File: src/rtl/decode_stage_pipe_pkg.sv
// Shared decode definitions: default widths, field positions, opcodes and sign extension.
// Imported by the decode stage and its register file.
package decode_pkg;

    localparam int DEF_DATA_W  = 16;
    localparam int DEF_RADDR_W = 4;
    localparam int DEF_OPC_W   = 4;

    typedef enum logic [3:0] {
        OPC_ADD    = 4'h0,
        OPC_SUB    = 4'h1,
        OPC_AND    = 4'h2,
        OPC_OR     = 4'h3,
        OPC_XOR    = 4'h4,
        OPC_LOAD   = 4'hA,
        OPC_STORE  = 4'hB,
        OPC_BRANCH = 4'hC
    } opcode_t;

    // Field LSB positions; dest occupies the low RADDR_W bits.
    function automatic int src2Lsb(input int raddrW);
        return raddrW;
    endfunction

    function automatic int src1Lsb(input int raddrW);
        return 2 * raddrW;
    endfunction

    // Sign-extend the low w bits of v to 32 bits.
    function automatic logic [31:0] sext(input logic [31:0] v, input int unsigned w);
        logic [31:0] s;
        s = v << (32 - w);
        return $signed(s) >>> (32 - w);
    endfunction

endpackage

File: src/rtl/decode_stage_pipe_if.sv
// Decode-stage bus: IF/ID inputs, write-back port, hazard/branch outputs and D/E register.
// master = fetch/write-back side, slave = decode stage.
interface decode_stage_pipe_if #(
    parameter int DATA_W  = 16,
    parameter int RADDR_W = 4,
    parameter int OPC_W   = 4
);
    localparam int INST_W = OPC_W + 3 * RADDR_W;

    logic [INST_W-1:0]  inst_d;
    logic [DATA_W-1:0]  pc_d;
    logic               valid_d;
    logic               imm_sel;
    logic               flush;
    logic               wb_en;
    logic [RADDR_W-1:0] wb_addr;
    logic [DATA_W-1:0]  wb_data;
    logic               stall_d;
    logic [DATA_W-1:0]  pc_branch;
    logic [OPC_W-1:0]   opcode_e;
    logic [RADDR_W-1:0] dest_e;
    logic [RADDR_W-1:0] src1_e;
    logic [RADDR_W-1:0] src2_e;
    logic [DATA_W-1:0]  op1_e;
    logic [DATA_W-1:0]  op2_e;
    logic               valid_e;

    modport master (
        output inst_d, pc_d, valid_d, imm_sel, flush, wb_en, wb_addr, wb_data,
        input  stall_d, pc_branch, opcode_e, dest_e, src1_e, src2_e, op1_e, op2_e, valid_e
    );

    modport slave (
        input  inst_d, pc_d, valid_d, imm_sel, flush, wb_en, wb_addr, wb_data,
        output stall_d, pc_branch, opcode_e, dest_e, src1_e, src2_e, op1_e, op2_e, valid_e
    );

endinterface

File: src/rtl/decode_stage_pipe_reg_file.sv
// 2-read/1-write register file with write-to-read bypass; reads combinational, writes on clk.
// No backpressure: a write is accepted every cycle wrEn is high.
module reg_file_bypass #(
    parameter int DATA_W  = 16,
    parameter int RADDR_W = 4,
    parameter bit ZERO_R0 = 1'b1
) (
    input  logic               clk,
    input  logic               reset,
    input  logic               wrEn,
    input  logic [RADDR_W-1:0] wrAddr,
    input  logic [DATA_W-1:0]  wrData,
    input  logic [RADDR_W-1:0] rdAddrA,
    output logic [DATA_W-1:0]  rdDataA,
    input  logic [RADDR_W-1:0] rdAddrB,
    output logic [DATA_W-1:0]  rdDataB
);
    localparam int NUM_REGS = 2 ** RADDR_W;

    logic [DATA_W-1:0] regs [NUM_REGS];
    logic              wrAllowed;

    assign wrAllowed = wrEn && !(ZERO_R0 && wrAddr == '0);

    always_ff @(posedge clk or posedge reset) begin
        if (reset) begin
            for (int i = 0; i < NUM_REGS; i++) regs[i] <= '0;
        end else if (wrAllowed) begin
            regs[wrAddr] <= wrData;
        end
    end

    // r0 is hard zero and must not pick up a bypassed write.
    assign rdDataA = (ZERO_R0 && rdAddrA == '0)  ? '0     :
                     (wrEn && wrAddr == rdAddrA) ? wrData : regs[rdAddrA];
    assign rdDataB = (ZERO_R0 && rdAddrB == '0)  ? '0     :
                     (wrEn && wrAddr == rdAddrB) ? wrData : regs[rdAddrB];

endmodule

File: src/rtl/decode_stage_pipe.sv
// Decode stage: field split, register read, branch target, load-use stall, D/E register.
// One cycle to *_e; stall_d/pc_branch are combinational; flush beats stall beats capture.
module decode_stage_pipe
    import decode_pkg::*;
#(
    parameter int               DATA_W   = DEF_DATA_W,
    parameter int               RADDR_W  = DEF_RADDR_W,
    parameter int               OPC_W    = DEF_OPC_W,
    parameter bit               ZERO_R0  = 1'b1,
    parameter logic [OPC_W-1:0] LOAD_OPC = OPC_LOAD
) (
    input  logic              clk,
    input  logic              reset,
    decode_stage_pipe_if.slave bus
);
    localparam int INST_W   = OPC_W + 3 * RADDR_W;
    localparam int SRC1_LSB = src1Lsb(RADDR_W);
    localparam int SRC2_LSB = src2Lsb(RADDR_W);

    logic [OPC_W-1:0]   opcode;
    logic [RADDR_W-1:0] src1;
    logic [RADDR_W-1:0] src2;
    logic [RADDR_W-1:0] dest;
    logic [DATA_W-1:0]  rdData1;
    logic [DATA_W-1:0]  rdData2;
    logic [DATA_W-1:0]  op2Next;
    logic               loadInE;
    logic               srcMatch;

    assign opcode = bus.inst_d[INST_W-1 -: OPC_W];
    assign src1   = bus.inst_d[SRC1_LSB +: RADDR_W];
    assign src2   = bus.inst_d[SRC2_LSB +: RADDR_W];
    assign dest   = bus.inst_d[RADDR_W-1:0];

    reg_file_bypass #(
        .DATA_W (DATA_W),
        .RADDR_W(RADDR_W),
        .ZERO_R0(ZERO_R0)
    ) u_regFile (
        .clk    (clk),
        .reset  (reset),
        .wrEn   (bus.wb_en),
        .wrAddr (bus.wb_addr),
        .wrData (bus.wb_data),
        .rdAddrA(src1),
        .rdDataA(rdData1),
        .rdAddrB(src2),
        .rdDataB(rdData2)
    );

    assign op2Next       = bus.imm_sel ? DATA_W'(sext(32'(src2), RADDR_W)) : rdData2;
    assign bus.pc_branch = bus.pc_d + DATA_W'(sext(32'(dest), RADDR_W));

    // A load targeting r0 never produces a value, so it cannot cause a hazard.
    assign loadInE    = bus.valid_e && bus.opcode_e == LOAD_OPC &&
                        !(ZERO_R0 && bus.dest_e == '0);
    assign srcMatch   = (bus.dest_e == src1) || (bus.dest_e == src2 && !bus.imm_sel);
    assign bus.stall_d = bus.valid_d && loadInE && srcMatch;

    always_ff @(posedge clk or posedge reset) begin
        if (reset) begin
            bus.opcode_e <= '0;
            bus.dest_e   <= '0;
            bus.src1_e   <= '0;
            bus.src2_e   <= '0;
            bus.op1_e    <= '0;
            bus.op2_e    <= '0;
            bus.valid_e  <= 1'b0;
        end else if (bus.flush || bus.stall_d) begin
            bus.valid_e <= 1'b0;
        end else begin
            bus.opcode_e <= opcode;
            bus.dest_e   <= dest;
            bus.src1_e   <= src1;
            bus.src2_e   <= src2;
            bus.op1_e    <= rdData1;
            bus.op2_e    <= op2Next;
            bus.valid_e  <= bus.valid_d;
        end
    end

endmodule

File: src/flat_wrapper.sv
// flat-port wrapper written by rule: the top's interface ports become plain ports
module decode_stage_pipe_flat import decode_pkg::*;
#(
    parameter int               DATA_W   = DEF_DATA_W,
    parameter int               RADDR_W  = DEF_RADDR_W,
    parameter int               OPC_W    = DEF_OPC_W,
    parameter bit               ZERO_R0  = 1'b1,
    parameter logic [OPC_W-1:0] LOAD_OPC = OPC_LOAD
)
  (clk, reset, bus_inst_d, bus_pc_d, bus_valid_d, bus_imm_sel, bus_flush, bus_wb_en, bus_wb_addr, bus_wb_data, bus_stall_d, bus_pc_branch, bus_opcode_e, bus_dest_e, bus_src1_e, bus_src2_e, bus_op1_e, bus_op2_e, bus_valid_e);
  decode_stage_pipe_if #(.DATA_W(DATA_W), .RADDR_W(RADDR_W), .OPC_W(OPC_W)) bus_i ();
  input  logic clk;
  input  logic reset;
  input wire logic [$bits(bus_i.inst_d)-1:0] bus_inst_d;
  input wire logic [$bits(bus_i.pc_d)-1:0] bus_pc_d;
  input wire logic [$bits(bus_i.valid_d)-1:0] bus_valid_d;
  input wire logic [$bits(bus_i.imm_sel)-1:0] bus_imm_sel;
  input wire logic [$bits(bus_i.flush)-1:0] bus_flush;
  input wire logic [$bits(bus_i.wb_en)-1:0] bus_wb_en;
  input wire logic [$bits(bus_i.wb_addr)-1:0] bus_wb_addr;
  input wire logic [$bits(bus_i.wb_data)-1:0] bus_wb_data;
  output wire logic [$bits(bus_i.stall_d)-1:0] bus_stall_d;
  output wire logic [$bits(bus_i.pc_branch)-1:0] bus_pc_branch;
  output wire logic [$bits(bus_i.opcode_e)-1:0] bus_opcode_e;
  output wire logic [$bits(bus_i.dest_e)-1:0] bus_dest_e;
  output wire logic [$bits(bus_i.src1_e)-1:0] bus_src1_e;
  output wire logic [$bits(bus_i.src2_e)-1:0] bus_src2_e;
  output wire logic [$bits(bus_i.op1_e)-1:0] bus_op1_e;
  output wire logic [$bits(bus_i.op2_e)-1:0] bus_op2_e;
  output wire logic [$bits(bus_i.valid_e)-1:0] bus_valid_e;
  assign bus_i.inst_d = bus_inst_d;
  assign bus_i.pc_d = bus_pc_d;
  assign bus_i.valid_d = bus_valid_d;
  assign bus_i.imm_sel = bus_imm_sel;
  assign bus_i.flush = bus_flush;
  assign bus_i.wb_en = bus_wb_en;
  assign bus_i.wb_addr = bus_wb_addr;
  assign bus_i.wb_data = bus_wb_data;
  assign bus_stall_d = bus_i.stall_d;
  assign bus_pc_branch = bus_i.pc_branch;
  assign bus_opcode_e = bus_i.opcode_e;
  assign bus_dest_e = bus_i.dest_e;
  assign bus_src1_e = bus_i.src1_e;
  assign bus_src2_e = bus_i.src2_e;
  assign bus_op1_e = bus_i.op1_e;
  assign bus_op2_e = bus_i.op2_e;
  assign bus_valid_e = bus_i.valid_e;
  decode_stage_pipe #(.DATA_W(DATA_W), .RADDR_W(RADDR_W), .OPC_W(OPC_W), .ZERO_R0(ZERO_R0), .LOAD_OPC(LOAD_OPC)) u_core (.clk(clk), .reset(reset), .bus(bus_i));
endmodule
File: config.mk
export PLATFORM = sky130hd
export DESIGN_NAME = decode_stage_pipe_flat
export DESIGN_NICKNAME = d
export VERILOG_FILES = /design/src/rtl/decode_stage_pipe_pkg.sv /design/src/rtl/decode_stage_pipe_if.sv /design/src/rtl/decode_stage_pipe_reg_file.sv /design/src/rtl/decode_stage_pipe.sv /design/src/flat_wrapper.sv
export SDC_FILE = /design/constraint.sdc
export NUM_CORES = 1
export LEC_CHECK = 0
export BUFFER_PORTS_ARGS = -buffer_cell sky130_fd_sc_hd__buf_4
export CORE_MARGIN = 2
export CORE_UTILIZATION = 27
export DETAILED_ROUTE_END_ITERATION = 8
export MAX_ROUTING_LAYER = met4
export PLACE_DENSITY = 0.4
export SYNTH_ARGS = -nofsm -noshare
export SYNTH_HDL_FRONTEND = slang
export SYNTH_HIERARCHICAL = 1
export SYNTH_SLANG_ARGS = --single-unit
File: constraint.sdc
create_clock -name clk -period 12.2 [get_ports clk]
set_input_delay 0.61 -clock clk [delete_from_list [all_inputs] [get_ports clk]]
set_output_delay 0.61 -clock clk [all_outputs]
set_load 0.02 [all_outputs]
==> run summary <==
Status = finished, final reports clean
Hold bufs inserted after CTS = 0
M3 GR Usage = 3.11%
Commonest non-fill, non-tap cells in the layout = 305 x dfrtp_1, 224 x mux2_2, 151 x buf_4, 132 x mux2i_1
Crit-path slowest cell = buf_4
CTS tree = done
DRT iter0 DRCs = 716
CP delay by family, top = buffers and inverters
Required time worst endpoint = 11.59 ns
Multi-input logic area = 8630 sq um
CTS Buf Count = 39
Io pins = 124
Async SR Flop Fraction = 100%
#FFs+latches synth = 305
Commonest non-fill, non-tap cell in the layout = dfrtp_1
Clock sink count = 305
DP HPWL = 36.4 mm
CP Depth = 7
RSZ-0062 raised after global routing = false
Critical Path Start Type = primary input
Synthesis-to-layout area growth = 16.8%
Worst path buffer plus inverter count = 3
Share of cells above drive strength 1 = 39.0%
Routed via count = 11600
Count of unique library cells instantiated by Yosys = 53
Global route hottest layer = met2
Final antenna-violating net count = 0
Slew Viols, Final = 0
Tcrit/Tclk final = 30.5%
Hold WS = 0.220 ns
Initial Util = 27.4%
Grt total ovfl = 0
Max VDD drop = 0.104 mV
Clock Root Buffer = clkbuf_16
First-pass DRT Iterations = 5
Count of final hold-check violations = 0
Netlist Area Pre-Place = 16900 sq um
Setup TNS Final = 0 ns
Die area = 64700 sq um
Met2 global-route usage = 29.4%
Clock buffer depth = 3
Max stage delay on crit path = 0.73 ns
Post-CTS setup buffer count = 0
Slew @ Worst Pin = 1.17 ns
Max cap viols = 0
Pwr/cell area = 170 nW/um^2
CP Data Arrival Time = 3.11 ns
Non-filler cells, final = 2239
Largest net degree at the start of global routing = 103
Cells after Synth = 1316
Post-cts resize count = 0
Post-synth EDFFs = 0
Residual DRC = 0
Avg Cell Area, Syn = 12.9 sq um
Total chip power = 0.00336 W
IO buf count = 123
Wire per inst = 25.7 um
# fillers = 6216
Worst-path clk slew = 0.06 ns
H-tree depth = 2
Row Count = 91
Clk Latency, worst-skew pair = 0.56 ns
R2R cell count = 5
Top FF cell, synth = dfrtp_1
Sequential share of the synthesized area = 45.1%
Initial antenna violation count = 0
Vias in the first global route = 12100
Std-Cell Core Area = 61800 sq um
Synth top area cells = dfrtp_1 45%, mux2_2 15%, mux4_2 8.5%
Critical path, cell by cell = buf_4 -> buf_4 -> xor2_1 -> nor4_1 -> a31oi_1 -> nor4_1 -> buf_4
# setup viols final = 0
Slew headroom = 21.9%
Crit path time final = 3.72 ns
Cell taking the most area after synthesis = dfrtp_1
Worst Skew = 0.0231 ns
Placed Cells = 2173
Vias/cell = 5.17
Register area = 7630 sq um
Final net count = 1451
Max Clk Rate = 0.269 GHz
Met1 Usage GRT = 23.2%
Setup Crit Path Kind = in2out
Mapped Nets = 1390
Hold crit path type = in2async
# diodes = 0
Leakage = 8.42 nW
Synth top area share = 45.1%
CP Capture Type = output port
Crit-path max FO = 36
Global-route wire length before repair = 84.2 mm
GPL Wtd Cong = 0.786
Crit-path most repeated cell = buf_4
Die Wd = 254 um
All-Layer GR Usage = 18.3%
Post-layout util = 32.0%
Die Ht = 254 um
DRT Wirelength = 57.5 mm
Yosys warns = 6
per-layer routing:
layer / part of all wire (%) / routed length (um)
met1: 44 / 25600
met2: 48 / 27500
met3: 4.2 / 2410
met4: 3.5 / 2010
met5: 0 / 0
logic make-up (layout without fill, tap and decap cells):
logic type,after synthesis,count (layout),share of synthesized area (%)
multiplexers,465,465,34.9
adder cells (fa/ha/maj),16,16,1.23
AND/OR/NAND/NOR,121,121,4.07
XOR/XNOR,29,29,1.50
flip-flops,305,305,45.1
buffers and inverters,140,226,4.02
AO/OA/AOI/OAI,240,240,9.23
power by group:
part / switching, W / internal [W] / total, W
registers: 0.000163 / 0.00123 / 0.00139
clock network: 0.000460 / 0.000718 / 0.00118
logic: 0.000376 / 0.000420 / 0.000796
registers in the layout, indices dropped and copies added (netlist names):
register,flops
u_core/bus.dest_e,4
u_core/bus.op2_e,16
u_core/bus.src2_e,4
u_core/bus.opcode_e,4
u_core/u_regFile/regs,256
u_core/bus.src1_e,4
u_core/bus.op1_e,16
u_core/bus.valid_e,1
path summary, 6_finish.rpt:
path                                                        startpoint                                endpoint  slack (ns)
worst max-delay path                                     bus_inst_d[8]                             bus_stall_d        8.48
worst min-delay path                                             reset  u_core/u_regFile/regs[176]$_DFFE_PP0P_        0.22
worst max register to register        u_core/bus.dest_e[1]$_DFFE_PP0N_         u_core/bus.op1_e[8]$_DFFE_PP0N_        9.71
worst min register to register  u_core/u_regFile/regs[247]$_DFFE_PP0P_  u_core/u_regFile/regs[247]$_DFFE_PP0P_        0.40
max in group asynchronous                                        reset  u_core/u_regFile/regs[130]$_DFFE_PP0P_       10.36
min in group clk                                           bus_valid_d            u_core/bus.valid_e$_DFF_PP0_        0.28
worst reg2reg max path: cells and delay by family, from the launching register on:
kind                   cells  cell delay (ns)
buffers and inverters      1             0.66
DFF                        1             0.47
muxes                      1             0.45
and+or+nand+nor            2             0.52
AOI/OAI and AO/OA          1             0.29
cell usage after synthesis (4+ instances only):
library cell / n
dfrtp_1: 305
mux2_2: 224
mux2i_1: 132
mux4_2: 64
o22ai_1: 64
buf_2: 61
clkbuf_1: 52
a21oi_1: 49
o31ai_1: 35
a211oi_1: 33
a31oi_1: 33
nand3_1: 32
mux2_4: 30
nor2_1: 20
xnor2_1: 18
ha_1: 15
mux2_1: 15
nand2_1: 13
xor2_1: 11
o21ai_0: 10
buf_4: 9
inv_1: 9
nor2_2: 9
nand2b_1: 7
buf_6: 6
nor2b_1: 5
or3_1: 5
a22o_1: 4
and2_1: 4
or2_1: 4
or3b_1: 4
area by class of cell:
type | count | share of cell area [%]
Sequential cell | 305 | 38.6
Clock inverter | 9 | 0.715
Multi-Input combinational cell | 871 | 43.6
Timing Repair Buffer | 151 | 5.73
Tap cell | 837 | 5.29
Inverter | 9 | 0.209
Clock buffer | 57 | 5.84
per-stage QoR:
step                      setup slack [ns]  area, sq um
after floorplan                       4.55        16900
after global placement                8.35        18500
after detailed placement              8.36        18500
after global routing                  8.25        19800
after CTS                             8.46        19800
final                                 8.48        19800
Note: power is estimated with default switching activity, not from simulation.
